===== src/rtl/seq_shifter_if.sv =====
// Request/response bundle for seq_shifter: the requester drives start and the
// operands, and the shifter drives busy, done and the registered result.
interface seq_shifter_if #(
  parameter int WIDTH   = 32,
  parameter int SHAMT_W = $clog2(WIDTH)
);
  logic               start;
  logic [1:0]         op;
  logic [SHAMT_W-1:0] shamt;
  logic [WIDTH-1:0]   data_in;
  logic               busy;
  logic               done;
  logic [WIDTH-1:0]   data_out;

  modport master (
    output start, op, shamt, data_in,
    input  busy, done, data_out
  );

  modport slave (
    input  start, op, shamt, data_in,
    output busy, done, data_out
  );
endinterface


===== src/rtl/seq_shifter.sv =====
// Multi-cycle shifter: shifts the latched operand by up to STEP bits per clock
// (SLL, SRL, SRA, ROTL), then pulses done for one cycle with the result.
module seq_shifter #(
  parameter int WIDTH   = 32,
  parameter int STEP    = 1,
  parameter int SHAMT_W = $clog2(WIDTH)
) (
  input logic         clk,
  input logic         reset,
  seq_shifter_if.slave bus
);

  typedef enum logic [1:0] {
    IDLE  = 2'd0,
    SHIFT = 2'd1,
    DONE  = 2'd2
  } state_t;

  localparam logic [1:0] OP_SLL  = 2'b00;
  localparam logic [1:0] OP_SRL  = 2'b01;
  localparam logic [1:0] OP_SRA  = 2'b10;
  localparam logic [1:0] OP_ROTL = 2'b11;

  // The remaining count never exceeds WIDTH-1, so capping the per-clock step
  // at WIDTH-1 gives the same min() while keeping it in SHAMT_W bits.
  localparam int               STEP_CAP = (STEP >= WIDTH) ? (WIDTH - 1) : STEP;
  localparam logic [SHAMT_W-1:0] STEP_M = SHAMT_W'(STEP_CAP);

  // Single shift of w by k; fill is the sign of the originally latched operand.
  function automatic logic [WIDTH-1:0] shift_by(
    input logic [1:0]         op,
    input logic [WIDTH-1:0]   w,
    input logic [SHAMT_W-1:0] k,
    input logic               fill
  );
    logic [WIDTH-1:0] r;
    logic [WIDTH-1:0] fill_mask;
    fill_mask = ~({WIDTH{1'b1}} >> k);
    case (op)
      OP_SLL:  r = w << k;
      OP_SRL:  r = w >> k;
      OP_SRA:  r = (w >> k) | (fill ? fill_mask : {WIDTH{1'b0}});
      // WIDTH - k computed modulo 2**SHAMT_W; k=0 degenerates to w|w = w.
      OP_ROTL: r = (w << k) | (w >> ({SHAMT_W{1'b0}} - k));
      default: r = w;
    endcase
    return r;
  endfunction

  state_t             state_q, state_d;
  logic [1:0]         op_q, op_d;
  logic               sign_q, sign_d;
  logic [WIDTH-1:0]   wrk_q, wrk_d;
  logic [SHAMT_W-1:0] rem_q, rem_d;
  logic               busy_q, busy_d;
  logic               done_q, done_d;
  logic [WIDTH-1:0]   data_out_q, data_out_d;
  logic [SHAMT_W-1:0] k_s;

  // Bits to shift this clock: min(STEP, remaining).
  always_comb begin
    if (rem_q < STEP_M) begin
      k_s = rem_q;
    end else begin
      k_s = STEP_M;
    end
  end

  // Next-state and next-output logic for the IDLE/SHIFT/DONE sequencer.
  always_comb begin
    state_d    = state_q;
    op_d       = op_q;
    sign_d     = sign_q;
    wrk_d      = wrk_q;
    rem_d      = rem_q;
    data_out_d = data_out_q;
    case (state_q)
      IDLE: begin
        if (bus.start) begin
          op_d   = bus.op;
          sign_d = bus.data_in[WIDTH-1];
          wrk_d  = bus.data_in;
          rem_d  = bus.shamt;
          if (bus.shamt == {SHAMT_W{1'b0}}) begin
            state_d = DONE;
          end else begin
            state_d = SHIFT;
          end
        end else begin
          state_d = IDLE;
        end
      end
      SHIFT: begin
        wrk_d = shift_by(op_q, wrk_q, k_s, sign_q);
        rem_d = rem_q - k_s;
        if (rem_q == k_s) begin
          state_d = DONE;
        end else begin
          state_d = SHIFT;
        end
      end
      DONE: begin
        data_out_d = wrk_q;
        state_d    = IDLE;
      end
      default: begin
        state_d = IDLE;
      end
    endcase
    busy_d = (state_d != IDLE);
    done_d = (state_q == DONE);
  end

  // State and registered outputs; reset clears everything without a clock.
  always_ff @(posedge clk or posedge reset) begin
    if (reset) begin
      state_q    <= IDLE;
      op_q       <= 2'b00;
      sign_q     <= 1'b0;
      wrk_q      <= {WIDTH{1'b0}};
      rem_q      <= {SHAMT_W{1'b0}};
      busy_q     <= 1'b0;
      done_q     <= 1'b0;
      data_out_q <= {WIDTH{1'b0}};
    end else begin
      state_q    <= state_d;
      op_q       <= op_d;
      sign_q     <= sign_d;
      wrk_q      <= wrk_d;
      rem_q      <= rem_d;
      busy_q     <= busy_d;
      done_q     <= done_d;
      data_out_q <= data_out_d;
    end
  end

  assign bus.busy     = busy_q;
  assign bus.done     = done_q;
  assign bus.data_out = data_out_q;

endmodule


===== src/flat_wrapper.sv =====
// flat-port wrapper written by rule: the top's interface ports become plain ports
module seq_shifter_flat 
#(
  parameter int WIDTH   = 32,
  parameter int STEP    = 1,
  parameter int SHAMT_W = $clog2(WIDTH)
)
  (clk, reset, bus_start, bus_op, bus_shamt, bus_data_in, bus_busy, bus_done, bus_data_out);
  seq_shifter_if #(.WIDTH(WIDTH), .SHAMT_W(SHAMT_W)) bus_i ();
  input logic clk;
  input logic reset;
  input wire logic [$bits(bus_i.start)-1:0] bus_start;
  input wire logic [$bits(bus_i.op)-1:0] bus_op;
  input wire logic [$bits(bus_i.shamt)-1:0] bus_shamt;
  input wire logic [$bits(bus_i.data_in)-1:0] bus_data_in;
  output wire logic [$bits(bus_i.busy)-1:0] bus_busy;
  output wire logic [$bits(bus_i.done)-1:0] bus_done;
  output wire logic [$bits(bus_i.data_out)-1:0] bus_data_out;
  assign bus_i.start = bus_start;
  assign bus_i.op = bus_op;
  assign bus_i.shamt = bus_shamt;
  assign bus_i.data_in = bus_data_in;
  assign bus_busy = bus_i.busy;
  assign bus_done = bus_i.done;
  assign bus_data_out = bus_i.data_out;
  seq_shifter #(.WIDTH(WIDTH), .STEP(STEP), .SHAMT_W(SHAMT_W)) u_core (.clk(clk), .reset(reset), .bus(bus_i));
endmodule

===== config.mk =====
export PLATFORM = sky130hd
export DESIGN_NAME = seq_shifter_flat
export DESIGN_NICKNAME = d
export VERILOG_FILES = /design/src/rtl/seq_shifter_if.sv /design/src/rtl/seq_shifter.sv /design/src/flat_wrapper.sv
export SDC_FILE = /design/constraint.sdc
export NUM_CORES = 1
export LEC_CHECK = 0
export ABC_AREA = 1
export BUFFER_PORTS_ARGS = -buffer_cell sky130_fd_sc_hd__buf_4
export CAP_MARGIN = 20
export CORE_MARGIN = 5
export CORE_UTILIZATION = 55
export CTS_CLUSTER_DIAMETER = 60
export DETAILED_ROUTE_END_ITERATION = 8
export MAX_ROUTING_LAYER = met4
export PLACE_DENSITY = 0.77
export SLEW_MARGIN = 10
export SYNTH_ARGS = -nofsm -noshare
export SYNTH_HDL_FRONTEND = slang
export SYNTH_SLANG_ARGS = --single-unit

===== constraint.sdc =====
create_clock -name clk -period 9.1 [get_ports clk]
set_input_delay 0.455 -clock clk [delete_from_list [all_inputs] [get_ports clk]]
set_output_delay 0.455 -clock clk [all_outputs]
set_load 0.02 [all_outputs]

# Yosys cells after proc, flatten, opt, wreduce, memory -nomap -nowiden
# Index checks and enable logic that the tools add are counted.
word_totals:
  regBits: 76
  out_inout_bits: 34
classes:
  add_sub_neg: 2
  magnitude_cmp: 1
  n_eq_ne: 7
  shifts: 4
  n_mux: 11
  bitwise_logic: 3
  reduce_logical: 7
op_table:
  columns: ["operator", "count"]
  rows:
  - ["32-bit one-hot mux with 4 select lines", 1]
  - ["32-bit 2-to-1 mux", 2]
  - ["32-bit bitwise OR", 2]
  - ["32-bit one-hot mux with 2 select lines", 1]
  - ["32-bit by 5-bit right shift with 32-bit output", 2]
  - ["32-bit NOT", 1]
  - ["32-bit by 5-bit << shifter with 32-bit output", 1]
  - ["32-bit by 5-bit right shift with 32-bit output, first input constant", 1]
  - ["5-bit 2-to-1 mux", 2]
  - ["5-bit one-hot mux with 2 select lines", 1]
  - ["2-bit equality test, second input constant", 3]
  - ["2-bit 2-to-1 mux", 3]
  - ["5-bit equality test", 1]
  - ["5-bit zero test", 1]
  - ["5-bit by 1-bit < comparator with 1-bit output, second input constant", 1]
  - ["1-bit by 5-bit subtractor with 5-bit output, first input constant", 1]
  - ["5-bit subtractor", 1]
  - ["2-bit by 1-bit equality test with 1-bit output, second input constant", 2]
  - ["2-bit zero test", 2]
  - ["2-bit one-hot mux with 2 select lines", 1]
  - ["2-bit AND reduction", 2]
  - ["2-bit nonzero test", 2]
  - ["2-bit inequality test, second input constant", 1]

# Depth between registers and ports, before layout
depth:
  word_depth: 8
  mapped_depth: 21

# Worst setup path before layout
# No wires, ideal clock.
synth_timing:
  path_type: "reg2reg"
  startpoint: "register u_core.rem_q[3]"
  endpoint: "register u_core.wrk_q[10]"
  setup_time_ns: 0.077
  arrival_time_ns: 3.204
  t_required_ns: 9.023
  setup_slack_ns: 5.819
  path_stages_with_launch: 21
  n_path_buf: 5
  synth_period_minus_slack_ns: 3.281
  cell_sequence: "dfrtp_1 nor2_4 inv_2 nor2_4 buf_2 buf_2 ha_1 clkinv_1 clkbuf_1 ha_1 clkbuf_1 inv_1 buf_1 nand3_1 nand3_1 nand3_1 nand2_1 nand2_1 nand2_1 nand2_1 a21oi_1"
synth_via:
  elab_chain_cells: 8
  elab_cells_between_ends: 13
  classes_between: "add/sub: 1; order compare: 1; shift: 4; mux: 4; bitwise: 3"
synth_rtl:
  columns: ["item", "line_no", "text"]
  rows:
  - ["start: declaration", "seq_shifter.sv:54", "logic [SHAMT_W-1:0] rem_q, rem_d;"]
  - ["start signal: assignment", "seq_shifter.sv:121", "rem_q <= {SHAMT_W{1'b0}};"]
  - ["start signal: assignment", "seq_shifter.sv:130", "rem_q <= rem_d;"]
  - ["5-bit by 1-bit < comparator with 1-bit output", "seq_shifter.sv:62", "if (rem_q < STEP_M) begin"]
  - ["5-bit 2-to-1 mux *", "seq_shifter.sv:62", null]
  - ["branches (longest 4 deep; another with 1-bit by 5-bit subtractor with 5-bit output)", null, null]
  - ["32-bit one-hot mux with 4 select lines *", "seq_shifter.sv:39", "case (op)"]
  - ["32-bit one-hot mux with 2 select lines *", "seq_shifter.sv:77", "case (state_q)"]
  - ["end signal: assignment", "seq_shifter.sv:120", "wrk_q <= {WIDTH{1'b0}};"]
  - ["end signal: assignment", "seq_shifter.sv:129", "wrk_q <= wrk_d;"]
  - ["end: declaration", "seq_shifter.sv:53", "logic [WIDTH-1:0] wrk_q, wrk_d;"]
# Every way passes the cells marked *.
# A chain may end at the register's enable or synchronous reset.

# Worst setup path in the final report
layout_timing:
  startpoint: "register u_core.rem_q[3]"
  endpoint: "register u_core.wrk_q[3]"
# Same word-level chain as after synthesis.

==> impl_metrics.py <==
metrics = {
    "global_route": {
        "grt_pass1_vias": 6196,
        "track_usage_pct": 31.90,
        "overflow": 0,
        "antenna_found_initial": 0,
        "grt_pass1_wl_mm": 31.28,
        "grt_max_degree": 104,
    },
    "synthesis": {
        "synth_seq_cells": 76,
        "ys_seq_area_share_pct": 33.33,
        "synth_edf_count": 0,
        "syn_area_um2": 5705,
        "synth_cell_types": 41,
        "synth.area.top_cells": "dfrtp_1, nand2_1, nand3_1",
        "synth_area_leader_cell": "dfrtp_1",
        "yosysWarningCount": 0,
        "yosys_most_used_dff": "dfrtp_1",
        "synth.most_common_cell": "nand2_1",
        "postSynthAreaPerCell_um2": 6.425,
        "syn_inst": 888,
        "synth_common_cells": "nand2_1, nand3_1, o21ai_0",
        "synthArstFlopShare_pct": 100.0,
        "yosys.area.top_type_share_pct": 33.33,
    },
    "die": {
        "initial_core_util_pct": 55.77,
        "ios": 76,
        "die_w_um": 111.9,
        "rows": 37,
        "die_h_um": 111.9,
        "die_area_um2": 12510,
        "core_um2": 10230,
    },
    "cells_and_area": {
        "final_nets": 978,
        "design_area_um2": 6496,
        "final_cells": 1072,
        "num-fill-cells": 959,
        "drive_gt1_share_pct": 12.71,
        "diodes": 0,
        "syn_to_final_growth_pct": 13.86,
    },
    "sta": {
        "worst_slew_pin_slew_ps": 1142,
        "fin_crit_ps": 5327,
        "finalCritPeriodShare_pct": 58.54,
        "setup_ws_ps": 3773,
        "fin_setup_tns_ps": 0,
        "rsz0062_at_grt": "false",
        "fmax_mhz": 187.7,
        "max_slew_margin_pct": 23.77,
        "finalSetupViolations": 0,
        "clock-skew-final_ps": 10.29,
        "final_hold_viol_count": 0,
        "finalMaxSlewViolations": 0,
    },
    "worst_setup_path": {
        "rrSetupSlack_ps": 3770,
        "crit_top_cell": "nand2_1",
        "rr_worst_depth": 17,
        "arrival_ps": 5590,
        "crit_fanout": 57,
        "slowest_delay_ps": 820,
        "end_kind": "register",
        "worst_path_max_delay_cell": "inv_1",
        "path_cells": "nor2_4, inv_2, nor2_4, buf_4, ha_1, clkinv_1, ha_1, inv_1, nand3_1, nand2_1, nand2_1, nand3_1, nand3_1, nand2_1, nand2_1, nand2_1, nand2_1",
        "setup.worst_path.start": "u_core.rem_q[3]",
        "worstPathRequired_ps": 9360,
        "endpoint": "u_core.wrk_q[3]",
        "regToRegStartpoint": "u_core.rem_q[3]",
        "worstReg2RegEnd": "u_core.wrk_q[3]",
        "worstSetupPathType": "register to register",
        "start_kind": "register",
    },
    "cts": {
        "cts_tree": "built",
        "cts_max_path_buffers": 2,
        "cts_sinks": 76,
        "cts_setup_buffers": 0,
        "worstSkewPairLatency_ps": 370,
        "cts_buffers": 9,
        "cts_root_buf": "clkbuf_8",
        "holdBufCountCts": 0,
        "cts_max_level": 3,
        "path_clk_slew_ps": 80,
        "ctsResizeCount": 0,
    },
    "power": {
        "cellLeakagePower_nw": 3.200,
        "p_total_mw": 2.655,
        "peakVddDrop_v": 0.0002179,
        "power_per_cell_area_nw_per_um2": 408.7,
    },
    "route": {
        "drt_wl_total_mm": 19.65,
        "post_drt_wl_per_cell_um": 18.33,
        "dr.first_iter.drc_count": 821,
        "vias": 6608,
        "first_pass_iters": 5,
        "post_drt_via_cell_ratio": 6.164,
        "drc": 0,
        "ant_nets": 0,
    },
    "place": {
        "gp_congestion": 0.9409,
        "dp_cells": 1055,
        "io_buffer_count": 75,
        "place_area_um2": 6297,
        "hpwl_mm": 13.29,
        "pre_cts_slack_ps": 3998,
    },
    "min_path": {
        "hp-class": "primary input to async pin",
    },
    "outcome": {
        "run_status": "completed",
    },
    "job": {
        "maxCapViolCount": 0,
    },
}
-- cells in the final DEF, fill, tap and decap left out, drive strengths merged, types with 2 or more instances in the layout --
master	count
a21oi	32
a221oi	5
a22oi	5
and2	3
buf	87
clkbuf	12
clkinv	7
conb	4
dfrtp	76
ha	5
inv	58
mux2i	3
nand2	266
nand3	172
nand3b	3
nand4	18
nor2	48
nor3	2
o211ai	9
o21ai	101
o221ai	3
o22ai	7
o31ai	3
-- how the worst min path moves through the flow --
stage | startpoint | end | slack [ps]
floorplan | u_core.sign_q | u_core.sign_q | 490
global placement | u_core.bus.data_out[16] | u_core.bus.data_out[16] | 460
CTS | bus_op[0] | u_core.op_q[0] | 290
finish | reset | u_core.bus.data_out[21] | 180
global route | reset | u_core.bus.data_out[21] | 240
detailed placement | u_core.bus.data_out[8] | u_core.bus.data_out[8] | 460
-- flip-flops by register name, summed over array words and instances, names as in the netlist --
name                 flops
u_core.bus.done          1
u_core.rem_q             5
u_core.bus.data_out     32
u_core.wrk_q            32
u_core.state_q           2
u_core.op_q              2
u_core.bus.busy          1
u_core.sign_q            1
-- critical path: cells and delay by family, from the launching register on --
family | cells | cell delay, ps
flip-flops | 1 | 430
AND/OR/NAND/NOR | 11 | 1290
adder cells (fa/ha/maj) | 2 | 1320
buffers and inverters | 4 | 2130
-- metrics by stage --
stage	hold WS [ps]	util, %
6_report	181.7	63.50
5_1_grt	239.0	63.50
4_1_cts	289.6	63.30
3_5_place_dp	461.6	61.55
3_3_place_gp	456.3	61.28
2_1_floorplan	486.7	-
-- kinds of logic after synthesis --
family / share of synthesized area (%)
muxes: 0.5263
adders and majority gates: 1.096
buffers and inverters: 8.465
and+or+nand+nor: 39.82
DFF: 33.33
other: 0.1316
AOI/OAI and AO/OA: 16.62
-- layout make-up --
class / instances / area [um2] / area share [%]
clock buffer: 12 / 155.1 / 2.388
clock inverter: 4 / 23.77 / 0.3659
timing repair buffer: 87 / 685.7 / 10.55
sequential: 76 / 1902 / 29.28
inverter: 61 / 229.0 / 3.525
multi-input combinational: 696 / 3331 / 51.27
tap: 136 / 170.2 / 2.619
-- routing by layer --
layer,global-route usage [%],vias up,part of all wire [%]
met3,5.435,48,11
met5,-,-,0
met1,43.49,3094,42
li1,-,3102,-
met2,47.84,364,45
met4,11.68,0,2.5
-- power by group --
part	switching, mW	total (mW)	internal (mW)
sequential	0.152	0.652	0.500
clock	0.132	0.246	0.113
combinational	1.18	1.76	0.577
total	1.47	2.65	1.19
No activity file was read; power rests on OpenSTA's default activity.
